--- src/rtl/axi_multicon_n.sv ---
// AXI4 64-bit slave with GPIO outputs, a prescaled 64-bit mtime counter and NUM_TIMERS
// compare channels with per-channel interrupt enables.
module axi_multicon_n #(
  parameter int unsigned ID_WIDTH   = 4,
  parameter int unsigned GPIO_WIDTH = 8,
  parameter int unsigned NUM_TIMERS = 2,
  parameter int unsigned ADDR_WIDTH = 12
) (
  input  logic                  clk,
  input  logic                  rst,
  input  logic [ID_WIDTH-1:0]   i_awid,
  input  logic [ADDR_WIDTH-1:0] i_awaddr,
  input  logic [7:0]            i_awlen,
  input  logic                  i_awvalid,
  output logic                  o_awready,
  input  logic [63:0]           i_wdata,
  input  logic [7:0]            i_wstrb,
  input  logic                  i_wlast,
  input  logic                  i_wvalid,
  output logic                  o_wready,
  output logic [ID_WIDTH-1:0]   o_bid,
  output logic [1:0]            o_bresp,
  output logic                  o_bvalid,
  input  logic                  i_bready,
  input  logic [ID_WIDTH-1:0]   i_arid,
  input  logic [ADDR_WIDTH-1:0] i_araddr,
  input  logic [7:0]            i_arlen,
  input  logic                  i_arvalid,
  output logic                  o_arready,
  output logic [ID_WIDTH-1:0]   o_rid,
  output logic [63:0]           o_rdata,
  output logic [1:0]            o_rresp,
  output logic                  o_rlast,
  output logic                  o_rvalid,
  input  logic                  i_rready,
  output logic [GPIO_WIDTH-1:0] o_gpio,
  output logic [NUM_TIMERS-1:0] o_timer_irq
);

  localparam int unsigned IdxW    = ADDR_WIDTH - 3;
  localparam int unsigned NumRegs = 4 + NUM_TIMERS;
  localparam logic [1:0]  RespOkay   = 2'b00;
  localparam logic [1:0]  RespSlvErr = 2'b10;
  localparam logic [63:0] IdValue = {32'h0001_0000, 8'(NUM_TIMERS), 8'(GPIO_WIDTH), 16'h0};

  typedef enum logic [1:0] {StWIdle, StWData, StWResp} w_state_e;
  typedef enum logic {StRIdle, StRData} r_state_e;

  logic [GPIO_WIDTH-1:0] gpio_q;
  logic [63:0]           mtime_q;
  logic [15:0]           prescale_q, pcnt_q;
  logic [NUM_TIMERS-1:0] irq_en_q, irq_q;
  logic [63:0]           cmp_q [NUM_TIMERS];

  function automatic logic idx_ok(input logic [IdxW-1:0] idx);
    return 32'(idx) < NumRegs;
  endfunction

  function automatic logic [63:0] reg_value(input logic [IdxW-1:0] idx);
    logic [63:0] v;
    v = '0;
    if (idx == IdxW'(0))      v = IdValue;
    else if (idx == IdxW'(1)) v = 64'(gpio_q);
    else if (idx == IdxW'(2)) v = mtime_q;
    else if (idx == IdxW'(3)) v = 64'({irq_en_q, prescale_q});
    for (int i = 0; i < int'(NUM_TIMERS); i++) begin
      if (idx == IdxW'(4 + i)) v = cmp_q[i];
    end
    return v;
  endfunction

  function automatic logic [63:0] strb_merge(input logic [63:0] old, input logic [63:0] data,
                                             input logic [7:0] strb);
    logic [63:0] v;
    for (int b = 0; b < 8; b++) v[b*8 +: 8] = strb[b] ? data[b*8 +: 8] : old[b*8 +: 8];
    return v;
  endfunction

  // ---------------- write channel ----------------
  w_state_e              w_state_q, w_state_d;
  logic [ID_WIDTH-1:0]   awid_q;
  logic [IdxW-1:0]       widx_q;
  logic [7:0]            awlen_q;
  logic                  wr_en;
  logic [63:0]           wr_word;
  logic                  unused_addr_lsb;

  assign unused_addr_lsb = ^{i_awaddr[2:0], i_araddr[2:0]};

  // Bursts never modify state; they only earn a SLVERR.
  assign wr_en   = (w_state_q == StWData) && i_wvalid && (awlen_q == 8'd0) && idx_ok(widx_q);
  assign wr_word = strb_merge(reg_value(widx_q), i_wdata, i_wstrb);

  always_ff @(posedge clk or posedge rst) begin
    if (rst) w_state_q <= StWIdle;
    else     w_state_q <= w_state_d;
  end

  always_comb begin
    w_state_d = w_state_q;
    unique case (w_state_q)
      StWIdle: if (i_awvalid)            w_state_d = StWData;
      StWData: if (i_wvalid && i_wlast)  w_state_d = StWResp;
      StWResp: if (i_bready)             w_state_d = StWIdle;
      default:                           w_state_d = StWIdle;
    endcase
  end

  always_comb begin
    o_awready = (w_state_q == StWIdle);
    o_wready  = (w_state_q == StWData);
    o_bvalid  = (w_state_q == StWResp);
    o_bid     = awid_q;
    o_bresp   = (o_bvalid && (awlen_q != 8'd0 || !idx_ok(widx_q))) ? RespSlvErr : RespOkay;
  end

  always_ff @(posedge clk or posedge rst) begin
    if (rst) begin
      awid_q  <= '0;
      widx_q  <= '0;
      awlen_q <= '0;
    end else if (w_state_q == StWIdle && i_awvalid) begin
      awid_q  <= i_awid;
      widx_q  <= i_awaddr[ADDR_WIDTH-1:3];
      awlen_q <= i_awlen;
    end
  end

  // ---------------- read channel ----------------
  r_state_e              r_state_q, r_state_d;
  logic [ID_WIDTH-1:0]   arid_q;
  logic [7:0]            arlen_q, rcnt_q;
  logic [63:0]           rdata_q;
  logic [1:0]            rresp_q;
  logic [IdxW-1:0]       ridx;

  assign ridx = i_araddr[ADDR_WIDTH-1:3];

  always_ff @(posedge clk or posedge rst) begin
    if (rst) r_state_q <= StRIdle;
    else     r_state_q <= r_state_d;
  end

  always_comb begin
    r_state_d = r_state_q;
    unique case (r_state_q)
      StRIdle: if (i_arvalid)                       r_state_d = StRData;
      StRData: if (i_rready && rcnt_q == arlen_q)   r_state_d = StRIdle;
      default:                                      r_state_d = StRIdle;
    endcase
  end

  always_comb begin
    o_arready = (r_state_q == StRIdle);
    o_rvalid  = (r_state_q == StRData);
    o_rlast   = o_rvalid && (rcnt_q == arlen_q);
    o_rid     = arid_q;
    o_rdata   = rdata_q;
    o_rresp   = o_rvalid ? rresp_q : RespOkay;
  end

  // Data is captured at the AR handshake, so a colliding write is not yet visible.
  always_ff @(posedge clk or posedge rst) begin
    if (rst) begin
      arid_q  <= '0;
      arlen_q <= '0;
      rcnt_q  <= '0;
      rdata_q <= '0;
      rresp_q <= RespOkay;
    end else if (r_state_q == StRIdle && i_arvalid) begin
      arid_q  <= i_arid;
      arlen_q <= i_arlen;
      rcnt_q  <= '0;
      rdata_q <= (i_arlen == 8'd0 && idx_ok(ridx)) ? reg_value(ridx) : '0;
      rresp_q <= (i_arlen != 8'd0 || !idx_ok(ridx)) ? RespSlvErr : RespOkay;
    end else if (r_state_q == StRData && i_rready) begin
      rcnt_q <= rcnt_q + 8'd1;
    end
  end

  // ---------------- registers, timer, interrupts ----------------
  logic tick;
  assign tick = (pcnt_q == prescale_q);

  always_ff @(posedge clk or posedge rst) begin
    if (rst) begin
      gpio_q     <= '0;
      mtime_q    <= '0;
      prescale_q <= '0;
      pcnt_q     <= '0;
      irq_en_q   <= '0;
      irq_q      <= '0;
      for (int i = 0; i < int'(NUM_TIMERS); i++) cmp_q[i] <= '1;
    end else begin
      pcnt_q <= tick ? '0 : pcnt_q + 16'd1;
      if (wr_en && widx_q == IdxW'(3)) begin
        pcnt_q     <= '0;
        prescale_q <= wr_word[15:0];
        irq_en_q   <= wr_word[16 +: NUM_TIMERS];
      end
      // A write to MTIME swallows a coincident tick.
      if (wr_en && widx_q == IdxW'(2)) mtime_q <= wr_word;
      else if (tick)                   mtime_q <= mtime_q + 64'd1;
      if (wr_en && widx_q == IdxW'(1)) gpio_q <= wr_word[GPIO_WIDTH-1:0];
      for (int i = 0; i < int'(NUM_TIMERS); i++) begin
        if (wr_en && widx_q == IdxW'(4 + i)) cmp_q[i] <= wr_word;
        irq_q[i] <= irq_en_q[i] & (mtime_q >= cmp_q[i]);
      end
    end
  end

  assign o_gpio      = gpio_q;
  assign o_timer_irq = irq_q;

endmodule
--- config.mk ---
export PLATFORM = sky130hd
export DESIGN_NAME = axi_multicon_n
export DESIGN_NICKNAME = d
export VERILOG_FILES = /design/src/rtl/axi_multicon_n.sv
export SDC_FILE = /design/constraint.sdc
export NUM_CORES = 1
export LEC_CHECK = 0
export ABC_AREA = 1
export BUFFER_PORTS_ARGS = -buffer_cell sky130_fd_sc_hd__buf_2
export CELL_PAD_IN_SITES_DETAIL_PLACEMENT = 0
export CELL_PAD_IN_SITES_GLOBAL_PLACEMENT = 1
export CORE_MARGIN = 1.5
export CORE_UTILIZATION = 40
export CTS_CLUSTER_DIAMETER = 50
export CTS_CLUSTER_SIZE = 25
export DETAILED_ROUTE_END_ITERATION = 8
export GPL_TIMING_DRIVEN = 0
export PLACE_DENSITY = 0.74
export SLEW_MARGIN = 20
export SYNTH_ARGS = -nofsm -noshare
export SYNTH_HDL_FRONTEND = slang
export SYNTH_SLANG_ARGS = --single-unit
export TNS_END_PERCENT = 10
--- constraint.sdc ---
create_clock -name clk -period 29.1 [get_ports clk]
set_input_delay 2.91 -clock clk [delete_from_list [all_inputs] [get_ports clk]]
set_output_delay 2.91 -clock clk [all_outputs]
set_load 0.01 [all_outputs]
==> impl_metrics.csv, run 1 <==
group,metric,value,unit
worst_setup_path,cp_cell_sequence,"buf_2 > nor2_2 > nand2_1 > nor3_2 > nand2_1 > clkbuf_1 > o21ai_0 > o21ai_0 > nand2_1 > nand2_1",
yosys,synth_compound_area_share,13.2,%
final_layout,syn2layout_area_growth,16.3,%
detailed_routing,dr_total_vias,23800,
yosys,ys.flop_type,"dfrtp_1",
cts,root_buffer,"clkbuf_16",
die,start_util,40.5,%
yosys,ys_ff_latch,345,
die,die_area,0.0600,mm2
cts,cts.sinks,345,
yosys,synthDistinctLibCells,54,
min_path,hold_depth,2,
worst_setup_path,required,29.59,ns
min_path,whs_endpoint,"cmp_q[79]",
final_layout,design_area,0.0272,mm2
power,vdd_drop_max,0.0487,mV
timing,skew,0.0362,ns
yosys,synth_top_family_by_area,"simple AND/OR/NAND/NOR gates",
timing,finalHoldViolCount,0,
grt,grt_max_degree,101,
grt,gr-total-overflow,0,
worst_setup_path,crit_fanout,10,
yosys,synth_warnings,0,
final_layout,multi_input_area,0.0126,mm2
final_layout,fillers,6060,
timing,tns,0,ns
die,ios,220,
detailed_routing,dr.pass1.iters,8,
yosys,syn-instance-count,3336,
timing,relSlewSlack,29.7,%
cts,clk_path_buf_depth,3,
job,max_cap_violations,0,
worst_setup_path,cpPeakStageDelay,0.66,ns
final_layout,post_route_cells_drive_above_1_share,15.2,%
final_layout,final_cell_mix,"nand2_1 (1,100), inv_1 (326), nand3_1 (255)",
worst_setup_path,cp_slowest_cell,"nor3_2",
min_path,min-delay-start,"cmp_q[79]",
detailed_routing,wl,96.0,mm
yosys,synth_mux_area_share,0.476,%
worst_setup_path,critical_path.top_delay_family,"simple AND/OR/NAND/NOR gates",
worst_setup_path,start_kind,"input pin",
final_layout,final_common_cell,"nand2_1",
detailed_routing,routed_via_density,5.40,
power,p_per_area,49.1,mW/mm2
die,die_x,245,um
yosys,synth_sequential_area_ratio,37.6,%
worst_setup_path,rr_startpoint,"o_rvalid",
cts,ctsHoldBuffers,0,
placement,gp_congestion,0.970,
timing,drv_slew,0,
cts,htreeDepth,2,
die,core,0.0578,mm2
power,swShare,29.5,%
grt,grt_pass1_vias,23600,
worst_setup_path,rrSetupSlack,25.66,ns
cts,numCtsBuffers,50,
detailed_routing,post-route-drc-count,0,
yosys,synth-edff-count,0,
power,switchingPower,395,uW
power,p_seq_share,39.7,%
cts,clk_pin_slew,0.06,ns
power,combPwrFrac,12.5,%
min_path,hold_path.class,"reg2reg",
yosys,syn_area,0.0234,mm2
worst_setup_path,worstPathArrival,5.91,ns
detailed_routing,drtIter0Drc,1961,
worst_setup_path,cp-end-kind,"flip-flop",
final_layout,ff_latch_area,0.00879,mm2
timing,fin_crit,5.42,ns
timing,fmax,0.184,GHz
worst_setup_path,cp_num_buf_inv,2,
yosys,synth_area_per_cell,7.01,um2
cts,cts_tree,"yes",
cts,post_cts_buffers,0,
grt,track_usage,32.1,%
yosys,synthSimpleGateAreaFrac,30.1,%
worst_setup_path,crit_top_cell,"nand2_1",
status,status,"completed",
cts,clk_latency,0.61,ns
cts,cts.repair.resized,0,
timing,finalCritPeriodShare,18.6,%
final_layout,num-nets-final,3853,
timing,setup_viol,0,
timing,rsz0062_at_grt,"no",
placement,dp_hpwl,75.1,mm
power,p_leak,13.9,nW
timing,tightest_slew,1.05,ns
die,die_y,245,um
worst_setup_path,path_class,"in2reg",
detailed_routing,wl_per_cell,21.8,um
detailed_routing,final_antenna_net_count,0,
worst_setup_path,r2r_cells,9,
worst_setup_path,r2r-end,"o_rdata[19]",
yosys,synthAdderAreaFrac,7.01,%
yosys,async_flop_share,100,%
die,placementRows,88,
placement,portBuffers,202,
yosys,yosys.area_share.xor_xnor,3.03,%
placement,place_area,0.0255,mm2
grt,antenna_found_initial,2,
power,p_int,942,uW
power,pwr-share-clk,47.8,%
grt,grt_pass1_wl,146,mm
[cell usage after synthesis, drive strengths merged (19+ instances only)]
cell type	number	area (um2)
a21oi	143	716
xor2	61	534
dfrtp	217	5430
a31oi	19	119
o211ai	32	240
nor3	47	262
ha	131	1640
o21ai	369	1880
dfstp	128	3360
nand3	258	1310
nand2	1107	4180
inv	338	1270
buf	77	474
nor2	235	935
clkbuf	71	269
nand4	33	206
xnor2	20	175
[power by group through the flow]
stage               clock network [mW]  registers [mW]  logic (mW)
finish                           0.639           0.530       0.168
detailed placement                   0           0.538       0.168
global placement                     0           0.537       0.163
global route                     0.669           0.534       0.185
CTS                              0.650           0.530       0.169
floorplan                            0           0.536       0.100
[worst max-delay path by stage]
stage / startpoint / to / slack, ns / cells past startpoint
6_report: i_araddr[11] / o_rdata[48] / 23.68 / 10
5_1_grt: i_araddr[11] / o_rdata[48] / 23.69 / 10
4_1_cts: i_arvalid / o_rdata[19] / 23.70 / 9
3_5_place_dp: i_arvalid / o_rdata[19] / 23.09 / 9
3_3_place_gp: rst / o_rdata[57] / 12.17 / 2
2_1_floorplan: rst / arlen_q[0] / 16.84 / 1
[registers in the layout, summed over array words and instances (netlist names), 9 cells and up]
| name | cells |
|---|---|
| cmp_q | 128 |
| mtime_q | 64 |
| o_rdata | 64 |
| pcnt_q | 16 |
| prescale_q | 16 |
| widx_q | 9 |
[cells by family after synthesis]
| group | after synthesis |
|---|---|
| other | 1 |
| adders and majority gates | 131 |
| and+or+nand+nor | 1701 |
| muxes | 10 |
| DFF | 345 |
| AOI/OAI and AO/OA | 579 |
| buffers and inverters | 488 |
| xor gates and xnor gates | 81 |
[stage by stage]
| step | worst slack (ns) | cells | power, mW | hold WS (ns) | utilization (%) |
|---|---|---|---|---|---|
| 6_report | 23.68 | 4401 | 1.34 | 0.467 | 47.1 |
| 5_1_grt | 23.69 | 4401 | 1.39 | 0.482 | 47.1 |
| 4_1_cts | 23.70 | 4400 | 1.35 | 0.469 | 47.1 |
| 3_5_place_dp | 23.09 | 4307 | 0.706 | 0.458 | 44.0 |
| 3_3_place_gp | 12.17 | 4304 | 0.699 | 0.456 | 43.9 |
| 2_1_floorplan | 16.84 | 3337 | 0.636 | 0.447 | - |
[final cells by class]
type                            instances  area share (%)
Multi-Input combinational cell       2504            46.2
Timing Repair Buffer                  205            4.02
Tap cell                              765            3.52
Clock inverter                         30            1.20
Antenna cell                            1         0.00920
Inverter                              340            4.74
Sequential cell                       345            32.3
Clock buffer                           63            5.23
Buffer                                148            2.73
[worst register-to-register path, cell delays in order, from the launching register on]
cell	delay [ns]
dfrtp_1	0.42
inv_2	0.08
nand2_1	0.32
nor2_1	0.28
nand4_1	0.74
inv_2	0.43
buf_4	0.31
buf_2	0.38
o211ai_1	0.28
nand2_1	0.13
[metal layers]
layer,vias to the layer above,part of all wire [%],track usage (%),routed length (um)
met1,11400,43,41.0,41000
met5,-,0,0,0
li1,11400,-,-,-
met4,0,4.5,13.7,4350
met3,205,5.3,3.89,5110
met2,816,47,54.6,45600
(Power assumes the default switching activity.)
==> run 2: changes to the inputs <==
- ABC_AREA: 1 -> 0
- PLACE_DENSITY: 0.74 -> 0.71
- clock period: 29.1 -> 5.29 ns (I/O delays scaled with it)
==> run 2 against run 1 <==
Compared with the run above:
- count of clock-buffer cells in the layout decreased by 2
- first-iteration DRC count decreased by 2.2%
- clock skew decreased by 0.018 ns
- register-to-register slack got worse by 24 ns
- area after synthesis decreased by 11%
- via count decreased by 18%
- combinational power increased to 13 times the previous value
- die area decreased by 11%
- routed wire length decreased by 17%
- final cell count decreased by 24%
- critical endpoint is now prescale_q[2]
==> impl_metrics.csv, run 2 <==
group,metric,value,unit
yosys,syn_area,0.0207,mm2
timing,hold_ws,0.106,ns
final_layout,final_common_cell,"a21oi_1",
detailed_routing,dr_total_vias,19600,
cts,root_buffer,"clkbuf_16",
placement,gp_congestion,0.956,
grt,antenna_found_initial,2,
min_path,whs_endpoint,"w_state_q[1]",
min_path,min-delay-start,"i_bready",
detailed_routing,wl,79.7,mm
yosys,synth_top_family_by_area,"compound AO/OA/AOI/OAI gates",
power,p_per_area,355,mW/mm2
power,p_leak,9.77,nW
timing,finalHoldViolCount,0,
detailed_routing,routed_via_density,5.87,
detailed_routing,final_antenna_net_count,0,
cts,numCtsBuffers,50,
yosys,synth-edff-count,0,
worst_setup_path,rr_startpoint,"widx_q[2]",
worst_setup_path,cp-end-kind,"flip-flop",
final_layout,num-nets-final,2873,
timing,fin_crit,3.73,ns
timing,finalCritPeriodShare,70.6,%
yosys,ys_top_cells_by_count,"a21oi_1 (249), o21ai_0 (234), nor2_1 (227)",
cts,clk_path_buf_depth,3,
power,swShare,35.2,%
placement,dpl_worst_slack,1.36,ns
worst_setup_path,rrSetupSlack,1.56,ns
detailed_routing,dr.pass1.iters,7,
timing,setup_viol,0,
yosys,synthSimpleGateAreaFrac,14.3,%
worst_setup_path,start_kind,"flip-flop",
timing,tightest_slew,1.06,ns
yosys,synth_compound_area_share,20.7,%
detailed_routing,wl_per_cell,23.9,um
detailed_routing,post-route-drc-count,0,
cts,htreeDepth,2,
timing,relSlewSlack,29.1,%
yosys,synth_warnings,0,
yosys,synthDistinctLibCells,57,
yosys,yosysTopAreaCellShare,26.2,%
worst_setup_path,path_class,"reg2reg",
yosys,yosys.area_share.xor_xnor,4.27,%
timing,fmax,0.268,GHz
placement,portBuffers,203,
yosys,ys_ff_latch,345,
cts,cts_tree,"yes",
die,ios,220,
final_layout,design_area,0.0246,mm2
min_path,hold_path.class,"in2reg",
timing,drv_slew,0,
yosys,synthMostInstantiatedCell,"a21oi_1",
final_layout,post_route_cells_drive_above_1_share,19.8,%
power,pwr-share-clk,40.1,%
yosys,synthAdderAreaFrac,7.91,%
final_layout,largest_reg_flops,128,
worst_setup_path,r2r_cells,9,
cts,clk_latency,0.60,ns
power,p_seq_share,35.8,%
grt,grt_pass1_vias,19200,
worst_setup_path,worstPathArrival,4.16,ns
die,die_x,231,um
yosys,async_flop_share,100,%
grt,gr-total-overflow,0,
die,placementRows,83,
timing,skew,0.0185,ns
power,switchingPower,3.08,mW
detailed_routing,drtIter0Drc,1917,
die,core,0.0513,mm2
final_layout,syn2layout_area_growth,18.7,%
die,die_area,0.0532,mm2
grt,grt_max_degree,34,
final_layout,top_register,"cmp_q",
cts,clk_pin_slew,0.06,ns
yosys,synth_mux_area_share,4.46,%
placement,dp_hpwl,58.9,mm
worst_setup_path,crit_fanout,10,
power,combPwrFrac,24.2,%
timing,rsz0062_at_grt,"no",
final_layout,postLayoutCoreUtil,48.0,%
yosys,syn-instance-count,2344,
timing,fin_ws,1.56,ns
final_layout,fillers,5105,
final_layout,final_cell_mix,"a21oi_1 (249), buf_2 (245), o21ai_0 (234)",
worst_setup_path,required,5.72,ns
worst_setup_path,r2r-end,"prescale_q[2]",
power,vdd_drop_max,0.263,mV
placement,place_area,0.0229,mm2
die,die_y,231,um
yosys,ys.flop_type,"dfrtp_1",
grt,grt_pass1_wl,120,mm
min_path,hold_depth,2,
power,p_int,5.67,mW
yosys,synth.largest_area_cell,"dfrtp_1",
yosys,synth_area_per_cell,8.84,um2
grt,track_usage,29.7,%
yosys,synthTopCellsByArea,"dfrtp_1 (26%), dfstp_2 (16%), ha_1 (7.9%), a21oi_1 (6.0%), o21ai_0 (5.6%)",
yosys,synth_sequential_area_ratio,42.4,%
job,max_cap_violations,0,
cts,cts.sinks,345,
die,start_util,40.4,%
cts,cts.repair.resized,0,
status,status,"completed",
[run 2: cell count changes after synthesis, sizes merged, moves of 31 or more]
| cell | change |
|---|---|
| nand2 | -882 |
| nand3 | -202 |
| inv | -184 |
| o21ai | -121 |
| a21oi | +106 |
| mux2i | +61 |
| a222oi | +51 |
| a211oi | +48 |
| a221oi | +31 |
[run 2: power by group through the flow]
stage	Clock [mW]	Combinational (mW)	Sequential, mW
2_1_floorplan	0	1.28	3.08
3_5_place_dp	0	2.06	3.16
5_1_grt	3.65	2.29	3.16
6_report	3.51	2.11	3.13
3_3_place_gp	0	2.01	3.15
4_1_cts	3.55	2.07	3.12
[run 2: worst max-delay path by stage]
stage | from | end | slack, ns | cells past startpoint
5_1_grt | widx_q[2] | prescale_q[2] | 1.44 | 9
3_3_place_gp | rst | mtime_q[26] | -2.03 | 2
3_5_place_dp | i_araddr[8] | o_rdata[29] | 1.36 | 9
2_1_floorplan | rst | arlen_q[0] | 0.25 | 1
6_report | widx_q[2] | prescale_q[2] | 1.56 | 9
4_1_cts | widx_q[2] | prescale_q[2] | 1.68 | 9
[run 2: layout make-up]
| class | instances | area [um2] | area share (%) |
|---|---|---|---|
| diodes | 2 | 5.00 | 0.0203 |
| plain buffers | 152 | 653 | 2.65 |
| clock buffers | 61 | 1360 | 5.54 |
| clock inverters | 31 | 363 | 1.47 |
| inverters | 154 | 582 | 2.36 |
| multi-input cells | 1694 | 10700 | 43.6 |
| flip-flops and latches | 345 | 8790 | 35.7 |
| well taps | 680 | 851 | 3.46 |
| repair buffers | 217 | 1280 | 5.19 |
[run 2: cells by family (layout without fill, tap and decap cells)]
group | after synthesis | after routing
xor gates and xnor gates | 101 | 101
AOI/OAI and AO/OA | 705 | 705
buffers and inverters | 306 | 615
muxes | 89 | 89
other | 1 | 4
DFF | 345 | 345
and+or+nand+nor | 666 | 666
adders and majority gates | 131 | 131
[run 2: critical path, cell delays in order (launching register included)]
cell and delay [ns]:
dfrtp_1 0.40, clkbuf_1 0.39, nor2b_1 0.19, clkbuf_1 0.36
nand2_1 0.12, clkbuf_1 0.41, o21ai_0 0.44, a2111oi_0 0.14
a21oi_1 0.87, o21ai_0 0.24
[run 2: timing repair]
| action | 4_1_cts | 5_1_grt |
|---|---|---|
| hold buffers | 1 | 0 |
| setup buffers | 0 | 0 |
| endpoints found under the setup margin | 0 | 0 |
| hold endpoints to repair | 11 | 0 |
[run 2: metal layers]
layer | vias to the layer above | GRT usage (%) | routed length, um
li1 | 8924 | - | -
met1 | 9675 | 42.0 | 35600
met2 | 819 | 44.7 | 34900
met3 | 151 | 5.64 | 6340
met4 | 0 | 12.1 | 2860
met5 | - | 0 | 0
[run 2: stage by stage]
| stage | setup TNS, ns | power [mW] | instances |
|---|---|---|---|
| 2_1_floorplan | 0 | 4.36 | 2345 |
| 3_3_place_gp | -449.71 | 5.16 | 3228 |
| 3_5_place_dp | 0 | 5.22 | 3241 |
| 4_1_cts | 0 | 8.74 | 3334 |
| 5_1_grt | 0 | 9.10 | 3335 |
| 6_report | 0 | 8.75 | 3336 |
==> run 3: changes to the inputs <==
- PLACE_DENSITY: 0.71 -> 0.74
- clock period: 5.29 -> 3.43 ns (I/O delays scaled with it)
==> run 3 against run 2 <==
Compared with the run above:
- global-route usage shrank 0.14 points
- sequential power grew 54%
- setup slack got worse by 1.5 ns
- non-clock buffer count up 35
- utilization up 0.63 points
- count of clock-buffer cells in the layout shrank 7
- routed wire length is 1.3% lower
- register-to-register slack worse by 1.5 ns
- die area is the same
- worst hold slack worse by 0.051 ns
- sequential cell count unchanged
- first-iteration DRC count increased by 12%
- largest power group unchanged
==> impl_metrics.csv, run 3 (same netlist as run 2, synthesis figures left out) <==
group,metric,value,unit
final_layout,top_register,"cmp_q",
die,ios,220,
cts,clk_latency,0.59,ns
worst_setup_path,cp-end-kind,"flip-flop",
grt,track_usage,29.6,%
cts,htreeDepth,2,
placement,dp_hpwl,58.1,mm
cts,clk_pin_slew,0.06,ns
job,max_cap_violations,0,
die,core,0.0513,mm2
placement,gp_congestion,0.958,
grt,gr-total-overflow,0,
placement,portBuffers,203,
detailed_routing,wl_per_cell,23.4,um
timing,drv_slew,0,
status,status,"completed",
detailed_routing,routed_via_density,5.88,
timing,finalCritPeriodShare,98.6,%
timing,fmax,0.296,GHz
worst_setup_path,cpPeakStageDelay,0.65,ns
detailed_routing,drtIter0Drc,2143,
final_layout,final_cell_mix,"buf_2 (245), a21oi_1 (244), o21ai_0 (234)",
die,die_y,231,um
timing,tightest_slew,0.988,ns
detailed_routing,dr.pass1.iters,8,
grt,grt_max_degree,35,
timing,skew,0.0185,ns
detailed_routing,dr_total_vias,19800,
detailed_routing,post-route-drc-count,0,
grt,antenna_found_initial,4,
cts,cts.sinks,345,
worst_setup_path,crit_fanout,10,
power,p_per_area,533,mW/mm2
timing,relSlewSlack,34.1,%
worst_setup_path,required,3.94,ns
worst_setup_path,cp_cell_sequence,"buf_1 > nor2b_1 > clkbuf_1 > nand2_1 > clkbuf_1 > o21ai_0 > a2111oi_1 > a21oi_2 > a21oi_1",
power,vdd_drop_max,0.498,mV
grt,grt_pass1_vias,19300,
timing,setup_viol,0,
final_layout,final_common_cell,"buf_2",
power,p_leak,9.88,nW
cts,cts_tree,"yes",
final_layout,postLayoutCoreUtil,48.6,%
grt,grt_pass1_wl,120,mm
final_layout,design_area,0.0249,mm2
worst_setup_path,path_class,"reg2reg",
timing,fin_crit,3.38,ns
die,die_area,0.0532,mm2
final_layout,largest_reg_flops,128,
worst_setup_path,start_kind,"flip-flop",
die,die_x,231,um
die,start_util,40.4,%
worst_setup_path,crit_top_cell,"clkbuf_1",
timing,finalHoldViolCount,0,
cts,root_buffer,"clkbuf_16",
detailed_routing,wl,78.7,mm
timing,rsz0062_at_grt,"yes",
final_layout,fillers,4936,
final_layout,post_route_cells_drive_above_1_share,19.8,%
final_layout,syn2layout_area_growth,20.3,%
final_layout,multi_input_area,0.0108,mm2
min_path,hold_path.class,"in2reg",
worst_setup_path,cp_slowest_cell,"a2111oi_1",
cts,post_cts_buffers,0,
cts,clk_path_buf_depth,3,
final_layout,num-nets-final,2904,
cts,numCtsBuffers,46,
placement,place_area,0.0229,mm2
detailed_routing,final_antenna_net_count,0,
worst_setup_path,worstPathArrival,3.89,ns
die,placementRows,83,
final_layout,ff_latch_area,0.00879,mm2
==> run 3: final cells by class <==
class | instances | share of cell area (%)
clock buffers | 54 | 5.07
flip-flops and latches | 345 | 35.3
inverters | 154 | 2.33
repair buffers | 252 | 6.59
well taps | 680 | 3.41
clock inverters | 32 | 1.53
diodes | 1 | 0.0100
multi-input cells | 1694 | 43.2
plain buffers | 152 | 2.63
==> run 3: worst max-delay path, delay by kind of cell, from the launching register on <==
kind                   cells  cell delay [ns]
DFF                        1             0.41
and+or+nand+nor            2             0.35
AOI/OAI and AO/OA          4             1.42
buffers and inverters      3             1.12
==> run 3: per-layer routing <==
metal,track usage [%],vias to the layer above,wire [um]
li1,-,8961,-
met1,41.9,9800,34600
met2,44.8,872,34700
met3,5.29,159,6430
met4,11.5,2,2940
met5,0,-,12
==> run 3: power breakdown <==
| part | internal [mW] | switching [mW] | leakage, nW |
|---|---|---|---|
| Combinational | 1.11 | 2.18 | 5.10 |
| Sequential | 4.40 | 0.421 | 4.00 |
| Clock | 3.03 | 2.15 | 0.785 |
| Total | 8.54 | 4.75 | 9.88 |
==> run 3: final timing paths <==
check	from	to	slack, ns	cells after the start
hold / removal	i_rready	rcnt_q[0]	0.06	3
hold reg to reg	o_rdata[53]	o_rdata[53]	0.47	2
setup / recovery	widx_q[2]	cmp_q[0]	0.05	9
min in group asynchronous	rst	rcnt_q[6]	0.26	3
setup reg to reg	widx_q[2]	cmp_q[0]	0.05	9
max in group asynchronous	rst	cmp_q[29]	1.76	8
==> run 3: metrics by stage <==
step,power (mW),cells,TNS [ns],worst slack [ns],hold WS [ns]
finish,13.3,3364,0,0.0486,0.0551
global route,13.9,3364,-0.636,-0.0714,0.0709
CTS,13.3,3363,0,0.0166,0.0320
detailed placement,8.04,3241,-9.80,-0.306,0.320
global placement,7.93,3228,-1072.18,-3.68,0.455
floorplan,6.72,2345,-334.85,-1.42,0.448
==> run 3: repair_timing <==
item	4_1_cts	5_1_grt
endpoints found under the setup margin	17	65
hold buffers	36	0
hold endpoints to repair	52	0
gates resized for setup	6	9
